**src/rtl/seq_div_pkg.sv**
```systemverilog
`default_nettype none
// ============================================================================
//  Package     : seq_div_pkg
//  Description : Shared types and helpers for the sequential signed divider:
//                FSM state encoding, step-counter width and quotient
//                saturation limits.
//  Revision    : 1.0 - initial release
// ============================================================================
package seq_div_pkg;

    // Divider control states
    typedef enum logic [1:0] {
        S_IDLE = 2'd0,
        S_LOAD = 2'd1,
        S_ITER = 2'd2,
        S_FIX  = 2'd3
    } state_t;

    // Width of a counter that can hold 0..2W
    function automatic int step_cnt_width(input int w);
        return $clog2(2 * w + 1);
    endfunction

    // Largest signed W-bit quotient
    function automatic int q_max(input int w);
        return (2 ** (w - 1)) - 1;
    endfunction

    // Smallest signed W-bit quotient
    function automatic int q_min(input int w);
        return -(2 ** (w - 1));
    endfunction

endpackage
`default_nettype wire

```
**src/rtl/seq_signed_divider_if.sv**
```systemverilog
`default_nettype none
// ============================================================================
//  Interface   : seq_signed_divider_if
//  Description : Start/busy/done operand and result bundle of the sequential
//                signed divider. master = requester, slave = divider.
//  Revision    : 1.0 - initial release
// ============================================================================
interface seq_signed_divider_if #(
    parameter int W = 4
);
    logic               start;
    logic [2*W-1:0]     dividend;
    logic [W-1:0]       divisor;
    logic [W-1:0]       quotient;
    logic [W-1:0]       remainder;
    logic               busy;
    logic               done;
    logic               dbz;
    logic               ovf;

    modport master (
        output start, dividend, divisor,
        input  quotient, remainder, busy, done, dbz, ovf
    );

    modport slave (
        input  start, dividend, divisor,
        output quotient, remainder, busy, done, dbz, ovf
    );
endinterface
`default_nettype wire

```
**src/rtl/seq_div_step.sv**
```systemverilog
`default_nettype none
// ============================================================================
//  Module      : seq_div_step
//  Description : One unsigned restoring division slice: shift the partial
//                remainder left, append the next dividend bit, subtract the
//                divisor when it fits and emit the quotient bit.
//  Revision    : 1.0 - initial release
// ============================================================================
module seq_div_step #(
    parameter int W = 4
) (
    input  wire logic [W-1:0] i_rem,
    input  wire logic         i_bit,
    input  wire logic [W-1:0] i_dvs,
    output logic      [W-1:0] o_rem,
    output logic              o_qbit
);

    logic [W:0] w_shift;

    // Shift/compare/subtract; the result is always below the divisor so W bits hold it
    always_comb begin
        w_shift = {i_rem, i_bit};
        o_qbit  = (w_shift >= {1'b0, i_dvs});
        o_rem   = W'(o_qbit ? (w_shift - {1'b0, i_dvs}) : w_shift);
    end

endmodule
`default_nettype wire

```
**src/rtl/seq_signed_divider.sv**
```systemverilog
`default_nettype none
// ============================================================================
//  Module      : seq_signed_divider
//  Description : Multi-cycle signed divider. 2W-bit dividend / W-bit divisor
//                -> W-bit quotient (truncated toward zero) and W-bit remainder
//                (sign of dividend), one restoring step per clock.
//                Optional macro SEQ_DIV_OVF_SAT_EN: flag quotient overflow and
//                saturate the quotient; otherwise the quotient wraps, ovf = 0.
//  Revision    : 1.0 - initial release
// ============================================================================
module seq_signed_divider
    import seq_div_pkg::*;
#(
    parameter int W = 4
) (
    input  wire logic           clk,
    input  wire logic           reset_n,
    seq_signed_divider_if.slave bus
);

    localparam int c_CNT_W = step_cnt_width(W);

`ifdef SEQ_DIV_OVF_SAT_EN
    localparam logic [W-1:0] c_QMAX = W'(q_max(W));
    localparam logic [W-1:0] c_QMIN = W'(q_min(W));
`endif

    state_t               r_state;
    state_t               w_state_nxt;

    logic [2*W-1:0]       r_dvd;
    logic [W-1:0]         r_dvs;
    logic [W-1:0]         r_dvs_mag;
    logic [2*W-1:0]       r_quo;
    logic [W-1:0]         r_rem;
    logic [c_CNT_W-1:0]   r_cnt;

    logic [W-1:0]         r_quotient;
    logic [W-1:0]         r_remainder;
    logic                 r_done;
    logic                 r_dbz;
    logic                 r_ovf;

    logic                 w_neg_dvd;
    logic                 w_neg_q;
    logic                 w_dvs_zero;
    logic                 w_last;
    logic [W-1:0]         w_rem_nxt;
    logic                 w_qbit;
    logic [W-1:0]         w_q_fix;
    logic [W-1:0]         w_r_fix;
    logic                 w_ovf;
`ifdef SEQ_DIV_OVF_SAT_EN
    logic [2*W:0]         w_q_signed;
`endif

    assign w_neg_dvd  = r_dvd[2*W-1];
    assign w_neg_q    = r_dvd[2*W-1] ^ r_dvs[W-1];
    assign w_dvs_zero = (r_dvs == '0);
    assign w_last     = (r_cnt == c_CNT_W'(2 * W - 1));

    seq_div_step #(
        .W      (W)
    ) u_step (
        .i_rem  (r_rem),
        .i_bit  (r_quo[2*W-1]),
        .i_dvs  (r_dvs_mag),
        .o_rem  (w_rem_nxt),
        .o_qbit (w_qbit)
    );

    // State register
    always_ff @(posedge clk or negedge reset_n) begin
        if (!reset_n) r_state <= S_IDLE;
        else          r_state <= w_state_nxt;
    end

    // Next-state decode
    always_comb begin
        w_state_nxt = r_state;
        case (r_state)
            S_IDLE:  if (bus.start) w_state_nxt = S_LOAD;
            S_LOAD:  w_state_nxt = w_dvs_zero ? S_IDLE : S_ITER;
            S_ITER:  if (w_last) w_state_nxt = S_FIX;
            S_FIX:   w_state_nxt = S_IDLE;
            default: w_state_nxt = S_IDLE;
        endcase
    end

    // Operand capture, magnitude formation and the shift-subtract iteration.
    // The 2W-bit two's-complement negation read as unsigned is the exact
    // magnitude, since no magnitude exceeds 2^(2W-1) (or 2^(W-1) for the divisor).
    always_ff @(posedge clk or negedge reset_n) begin
        if (!reset_n) begin
            r_dvd     <= '0;
            r_dvs     <= '0;
            r_dvs_mag <= '0;
            r_quo     <= '0;
            r_rem     <= '0;
            r_cnt     <= '0;
        end else begin
            case (r_state)
                S_IDLE: begin
                    if (bus.start) begin
                        r_dvd <= bus.dividend;
                        r_dvs <= bus.divisor;
                    end
                end
                S_LOAD: begin
                    r_quo     <= w_neg_dvd ? -r_dvd : r_dvd;
                    r_dvs_mag <= r_dvs[W-1] ? -r_dvs : r_dvs;
                    r_rem     <= '0;
                    r_cnt     <= '0;
                end
                S_ITER: begin
                    r_quo <= {r_quo[2*W-2:0], w_qbit};
                    r_rem <= w_rem_nxt;
                    r_cnt <= r_cnt + 1'b1;
                end
                default: ;
            endcase
        end
    end

    // Sign correction and overflow handling of the magnitude result
    always_comb begin
        w_r_fix = w_neg_dvd ? -r_rem : r_rem;
`ifdef SEQ_DIV_OVF_SAT_EN
        w_q_signed = w_neg_q ? -{1'b0, r_quo} : {1'b0, r_quo};
        w_ovf      = ($signed(w_q_signed) > q_max(W)) || ($signed(w_q_signed) < q_min(W));
        w_q_fix    = w_ovf ? (w_neg_q ? c_QMIN : c_QMAX) : w_q_signed[W-1:0];
`else
        w_ovf      = 1'b0;
        w_q_fix    = W'(w_neg_q ? -r_quo : r_quo);
`endif
    end

    // Result registers and the one-cycle done pulse
    always_ff @(posedge clk or negedge reset_n) begin
        if (!reset_n) begin
            r_quotient  <= '0;
            r_remainder <= '0;
            r_done      <= 1'b0;
            r_dbz       <= 1'b0;
            r_ovf       <= 1'b0;
        end else begin
            r_done <= 1'b0;
            if ((r_state == S_LOAD) && w_dvs_zero) begin
                r_quotient  <= '1;
                r_remainder <= r_dvd[W-1:0];
                r_dbz       <= 1'b1;
                r_ovf       <= 1'b0;
                r_done      <= 1'b1;
            end else if (r_state == S_FIX) begin
                r_quotient  <= w_q_fix;
                r_remainder <= w_r_fix;
                r_dbz       <= 1'b0;
                r_ovf       <= w_ovf;
                r_done      <= 1'b1;
            end
        end
    end

    assign bus.quotient  = r_quotient;
    assign bus.remainder = r_remainder;
    assign bus.done      = r_done;
    assign bus.dbz       = r_dbz;
    assign bus.ovf       = r_ovf;
    assign bus.busy      = (r_state != S_IDLE);

endmodule
`default_nettype wire
```
**src/flat_wrapper.sv**
```systemverilog
// flat-port wrapper written by rule: the top's interface ports become plain ports
module seq_signed_divider_flat import seq_div_pkg::*;
#(
    parameter int W = 4
)
  (clk, reset_n, bus_start, bus_dividend, bus_divisor, bus_quotient, bus_remainder, bus_busy, bus_done, bus_dbz, bus_ovf);
  seq_signed_divider_if #(.W(W)) bus_i ();
  input  wire logic clk;
  input  wire logic reset_n;
  input wire logic [$bits(bus_i.start)-1:0] bus_start;
  input wire logic [$bits(bus_i.dividend)-1:0] bus_dividend;
  input wire logic [$bits(bus_i.divisor)-1:0] bus_divisor;
  output wire logic [$bits(bus_i.quotient)-1:0] bus_quotient;
  output wire logic [$bits(bus_i.remainder)-1:0] bus_remainder;
  output wire logic [$bits(bus_i.busy)-1:0] bus_busy;
  output wire logic [$bits(bus_i.done)-1:0] bus_done;
  output wire logic [$bits(bus_i.dbz)-1:0] bus_dbz;
  output wire logic [$bits(bus_i.ovf)-1:0] bus_ovf;
  assign bus_i.start = bus_start;
  assign bus_i.dividend = bus_dividend;
  assign bus_i.divisor = bus_divisor;
  assign bus_quotient = bus_i.quotient;
  assign bus_remainder = bus_i.remainder;
  assign bus_busy = bus_i.busy;
  assign bus_done = bus_i.done;
  assign bus_dbz = bus_i.dbz;
  assign bus_ovf = bus_i.ovf;
  seq_signed_divider #(.W(W)) u_core (.clk(clk), .reset_n(reset_n), .bus(bus_i));
endmodule
```
**config.mk**
```make
export PLATFORM = sky130hd
export DESIGN_NAME = seq_signed_divider_flat
export DESIGN_NICKNAME = d
export VERILOG_FILES = /design/src/rtl/seq_div_pkg.sv /design/src/rtl/seq_signed_divider_if.sv /design/src/rtl/seq_div_step.sv /design/src/rtl/seq_signed_divider.sv /design/src/flat_wrapper.sv
export SDC_FILE = /design/constraint.sdc
export NUM_CORES = 1
export LEC_CHECK = 0
export ABC_AREA = 0
export CORE_ASPECT_RATIO = 1.1
export CORE_MARGIN = 10
export CORE_UTILIZATION = 55
export CTS_CLUSTER_SIZE = 30
export DETAILED_ROUTE_END_ITERATION = 7
export GPL_TIMING_DRIVEN = 0
export PLACE_DENSITY = 0.78
export SETUP_SLACK_MARGIN = 0.15
export SLEW_MARGIN = 20
export SYNTH_ARGS = -nofsm -noshare
export SYNTH_HDL_FRONTEND = slang
export SYNTH_SLANG_ARGS = --single-unit
```
**constraint.sdc**
```tcl
create_clock -name clk -period 4.65 [get_ports clk]
set_input_delay 0.93 -clock clk [delete_from_list [all_inputs] [get_ports clk]]
set_output_delay 0.93 -clock clk [all_outputs]
set_load 0.02 [all_outputs]
```
=== Word level (Yosys, flattened, before mapping) ===
Cells that the tools add are included.
W data, S select, Z words.

* $add $sub $neg: 6
* Order comparisons: 1
* Equality and inequality tests: 6
* Multiplexer cells: 21
* Bitwise operators: 1
* Reductions and logical operators: 8

{| class="wikitable"
|+ Operators by type and width
! operator !! number
|-
| $mux W4 || 8
|-
| $pmux W4 S2 || 2
|-
| $pmux W8 S2 || 1
|-
| $neg A4 Y4 || 3
|-
| $mux W8 || 1
|-
| $neg A8 Y8 || 1
|-
| $pmux W2 S4 || 1
|-
| $mux W2 || 3
|-
| $reduce_bool A2 Y1 || 3
|-
| $ge A5 B4 Y1 || 1
|-
| $mux W1 || 5
|-
| $add A4 B1 Y4 const B || 1
|-
| $eq A2 B2 Y1 const B || 2
|-
| $eq A4 B3 Y1 const B || 1
|-
| $logic_not A4 Y1 || 1
|-
| $reduce_and A2 Y1 || 2
|-
| $sub A4 B4 Y4 || 1
|-
| $eq A2 B1 Y1 const B || 1
|-
| $logic_not A2 Y1 || 1
|-
| $ne A2 B1 Y1 const B || 1
|-
| $ne A2 B2 Y1 const B || 1
|-
| $logic_and A1 B1 Y1 || 1
|-
| $xor A1 B1 Y1 || 1
|}

* Register bits after elaboration: 45
* Input port bits: 15
* Word-level logic and storage cells: 55

=== Depth between registers and ports, before layout ===
Gate-level depths: netlist of the first run.

* Word-level depth: 4
* Mapped depth: 8

=== Modules after synthesis ===
A second synthesis of the first run with hierarchy kept.

* Cell total of the unflattened synthesis: 248
* Area total of the unflattened synthesis: 2458.6 um2

{| class="wikitable"
|+ Modules (own cells, without submodules)
! module !! instances !! cells each !! area an instance (um2) !! seq. area each (um2)
|-
| seq_signed_divider || 1 || 220 || 2250.9 || 1101.1
|-
| seq_div_step || 1 || 28 || 207.7 || 0.0
|}

=== Least setup slack after synthesis of the first run ===
OpenSTA, ideal clock, no wires.

* Path type: input -> register
* Start: input bus_start
* End: register u_core.r_dvd[2]
* Data arrival time: 1.725 ns
* Data required time: 4.525 ns
* Slack: 2.801 ns
* Stages on the path: 3
* Cells stage by stage: nand2_1 clkbuf_1 mux2_2

* Longest elaborated chain between the ends: 1

{| class="wikitable"
|+ Ends and longest elaborated chain
! element !! RTL line !! text
|-
| start, declared || flat_wrapper.sv:10 || <nowiki>input wire logic [$bits(bus_i.start)-1:0] bus_start;</nowiki>
|-
| $reduce_and A2 Y1 (no source line) || - ||
|-
| end signal, assigned || seq_signed_divider.sv:105 || <nowiki>r_dvd <= bus.dividend;</nowiki>
|-
| end, declared || seq_signed_divider.sv:31 || <nowiki>logic [2*W-1:0] r_dvd;</nowiki>
|}

Every way passes these cells.
A chain may end at the register's enable or synchronous reset.

=== Worst setup path after layout of the first run ===
* Start: register u_core.r_state[0]
* End: output bus_busy

* Longest elaborated chain between the ends: 1

{| class="wikitable"
|+ Ends and longest elaborated chain
! element !! RTL line !! text
|-
| start, declared || seq_signed_divider.sv:28 || <nowiki>state_t r_state;</nowiki>
|-
| start signal, assigned || seq_signed_divider.sv:75 || <nowiki>else r_state <= w_state_nxt;</nowiki>
|-
| $reduce_bool A2 Y1 || seq_signed_divider.sv:169 || <nowiki>assign bus.busy = (r_state != S_IDLE);</nowiki>
|-
| end, declared || flat_wrapper.sv:15 || <nowiki>output wire logic [$bits(bus_i.busy)-1:0] bus_busy;</nowiki>
|}

Every way passes these cells.

==> results of run 1 <==
-- metal layers --
metal	GRT usage (%)	part of all wire [%]
met5	0	0
met4	5.45	1.7
met3	4.06	6.7
met2	21.4	46
met1	16.4	46
-- worst max-delay path by stage --
stage	from	end	slack, ps
6_report	u_core.r_state[0]	bus_busy	1990
5_1_grt	u_core.r_state[0]	bus_busy	1890
4_1_cts	u_core.r_state[0]	bus_busy	1980
3_5_place_dp	bus_start	u_core.r_dvs[0]	2170
3_3_place_gp	reset_n	u_core.r_dvs[1]	1470
2_1_floorplan	bus_start	u_core.r_dvd[2]	2800
-- cells by family (layout without fill, tap and decap cells) --
family | Yosys count | after routing | synth area share (%)
simple gates | 67 | 67 | 14.4
compound gates | 48 | 48 | 12.6
flops | 44 | 44 | 45.2
buf+inv | 36 | 70 | 5.91
mux | 23 | 23 | 10.2
fa+ha+maj | 15 | 15 | 8.01
xor+xnor | 10 | 10 | 3.60
other cells | 1 | 1 | 0.154
-- flip-flops by register name, summed over array words and instances, names as in the netlist, named ones only --
register and flops:
u_core.r_dvs 4, u_core.r_rem 4, u_core.r_state 1, u_core.bus.dbz 1
u_core.r_cnt 4, u_core.r_dvd 8, u_core.r_quo 8, u_core.bus.remainder 4
u_core.bus.done 1, u_core.r_dvs_mag 4, u_core.bus.quotient 4
-- metrics by stage --
step | power, mW | cell area (sq um) | worst slack, ps
floorplan | 1.54 | 2440 | 2800
global placement | 1.83 | 2750 | 1470
detailed placement | 1.86 | 2770 | 2170
CTS | 2.12 | 2870 | 1980
global route | 2.30 | 2870 | 1890
finish | 2.11 | 2870 | 1990
-- layout make-up --
| class | count | area (sq um) |
|---|---|---|
| plain buffers | 12 | 53.8 |
| clock buffers | 6 | 82.6 |
| clock inverters | 2 | 15.0 |
| fillers | 344 | 1420 |
| inverters | 24 | 90.1 |
| multi-input cells | 164 | 1190 |
| flip-flops and latches | 44 | 1100 |
| well taps | 54 | 67.6 |
| repair buffers | 26 | 265 |
-- where the power goes --
group          switching (mW)  internal (mW)  leakage (nW)  total (mW)
Sequential              0.175          0.557         0.544       0.731
Clock                   0.135          0.120        0.0434       0.255
Combinational           0.593          0.529         0.651        1.12
Total                   0.903           1.21          1.24        2.11
-- synthesized netlist by cell type, types with 2 or more instances --
| master | number |
|---|---|
| o211ai_1 | 3 |
| mux2i_1 | 9 |
| o221ai_1 | 2 |
| xnor2_1 | 8 |
| o21a_1 | 2 |
| inv_1 | 24 |
| o32ai_1 | 2 |
| o22ai_1 | 2 |
| ha_1 | 14 |
| nor2_1 | 12 |
| o31ai_1 | 2 |
| nand2_1 | 17 |
| nor3b_1 | 3 |
| mux2_2 | 14 |
| xor2_1 | 2 |
| buf_4 | 2 |
| clkbuf_1 | 9 |
| a31oi_1 | 2 |
| nand2b_1 | 4 |
| dfrtp_1 | 44 |
| nor2b_1 | 4 |
| a21oi_1 | 7 |
| nor4b_1 | 3 |
| nand3_1 | 9 |
| nor3_1 | 5 |
| o21ai_0 | 18 |
==> results.sh, run 1 <==
export IMPL_wl_um=4980
export IMPL_die_y_um=89.8
export IMPL_drtAntennaViolNets=0
export IMPL_synth_ff_latch_count=44
export IMPL_ff2ff_path_depth=7
export IMPL_path_class="flop to primary output"
export IMPL_postSynth_asyncResetShare_pct=100
export IMPL_synth_cells=244
export IMPL_fp_dieW_um=83.5
export IMPL_tns_ps=0
export IMPL_cts_root_buf="clkbuf_8"
export IMPL_regToRegStartpoint="u_core.r_state[0]"
export IMPL_numClockSinks=44
export IMPL_synth_top_flop_cell="dfrtp_1"
export IMPL_slew_headroom_pct=65.0
export IMPL_drc=0
export IMPL_cts_repair_resized=0
export IMPL_wl_per_cell_um=15.0
export IMPL_maxCapViolCount=0
export IMPL_fin_worst_skew_ps=6.51
export IMPL_drive_gt1_share_pct=10.8
export IMPL_vias_per_cell=5.63
export IMPL_power_density_mw_per_mm2=736
export IMPL_startpoint_type="flop"
export IMPL_fin_cells=332
export IMPL_drv_slew=0
export IMPL_via_count=1869
export IMPL_num_antenna_cells=0
export IMPL_clk_path_buf_depth=2
export IMPL_path_cells="inv_1, ha_1, inv_1, clkdlybuf4s50_1"
export IMPL_crit_fanout=5
export IMPL_first_pass_iters=4
export IMPL_arrival_ps=1730
export IMPL_grt_pass1_vias=1827
export IMPL_utilization_pct=66.9
export IMPL_cp_top_family="buffers and inverters"
export IMPL_status="finished, final reports clean"
export IMPL_nets=307
export IMPL_final_cell_mix="dfrtp_1, inv_1, clkdlybuf4s50_1"
export IMPL_cts_max_level=2
export IMPL_fin_crit_sh_pct=57.1
export IMPL_static_leakage_power_nw=1.24
export IMPL_synth_fp_nets=274
export IMPL_ys_seq_area_share_pct=45.2
export IMPL_setup_violations=0
export IMPL_cts_made_buffers=5
export IMPL_required_ps=3720
export IMPL_cp_depth=4
export IMPL_synth_top_area_share_pct=45.2
export IMPL_avgSynthCellArea_sq_um=9.98
export IMPL_grt_max_degree=33
export IMPL_critPathBufInv=3
export IMPL_gp_congestion=0.849
export IMPL_clk_pin_slew_ps=90
export IMPL_cp_slowest_cell="clkdlybuf4s50_1"
export IMPL_post_cts_buffers=0
export IMPL_drt_iter0_drc=153
export IMPL_synth_distinct_cells=47
export IMPL_hold_class="input pin to async pin"
export IMPL_r2r_end="u_core.r_cnt[2]"
export IMPL_hold_violations=0
export IMPL_cts_tree="done"
export IMPL_synth_top_cell_by_area="dfrtp_1"
export IMPL_crit_path_max_incr_delay_ps=600
export IMPL_clk_latency_ps=300
export IMPL_dp_hpwl_um=3770
export IMPL_crit_path_end_kind="primary output"
export IMPL_critPathMostFrequentCell="inv_1"
export IMPL_tightest_slew_ps=525
export IMPL_grt_pass1_wl_um=8620
export IMPL_core_sq_mm=0.00429
export IMPL_ios=27
export IMPL_overflow=0
export IMPL_dp_cells=324
export IMPL_synth_warnings=0
export IMPL_grt_util_all_layers_pct=13.4
export IMPL_cts_hold_buf=0
export IMPL_holdWs_ps=510
export IMPL_dieArea_sq_mm=0.00749
export IMPL_syn_area_sq_mm=0.00244
export IMPL_final_common_cell="dfrtp_1"
export IMPL_vdd_drop_max_v=0.000403
export IMPL_synth_edf_count=0
export IMPL_initial_core_util_pct=56.8
export IMPL_synth_area_leaders="dfrtp_1, ha_1, mux2_2"
export IMPL_fin_crit_ps=2660
export IMPL_port_buffers=25
export IMPL_rsz0062_at_grt="no"
export IMPL_rrSetupSlack_ps=2600
export IMPL_num_rows=25
export IMPL_area_growth_pct=17.7
export IMPL_clock_fmax_ghz=0.376
export IMPL_grt_antenna_before_repair=0
Note: power is estimated with default switching activity, not from simulation.
==> inputs of run 2 (changes only) <==
==> constraint.sdc (replaced) <==
create_clock -name clk -period 2.5 [get_ports clk]
set_input_delay 0.5 -clock clk [delete_from_list [all_inputs] [get_ports clk]]
set_output_delay 0.5 -clock clk [all_outputs]
set_load 0.02 [all_outputs]
==> results of run 2 <==
Same layout as run 1 (identical final DEF). Status: finished, final reports clean.
Main changes from that run: setup slack after placement 2170 ps -> 445 ps; setup slack after layout 1990 ps -> 273 ps; hold slack 510 ps -> 80.3 ps; register-to-register setup slack 2600 ps -> 450 ps; total power 2.11 mW -> 3.92 mW; worst IR drop on VDD 0.000403 V -> 0.000750 V
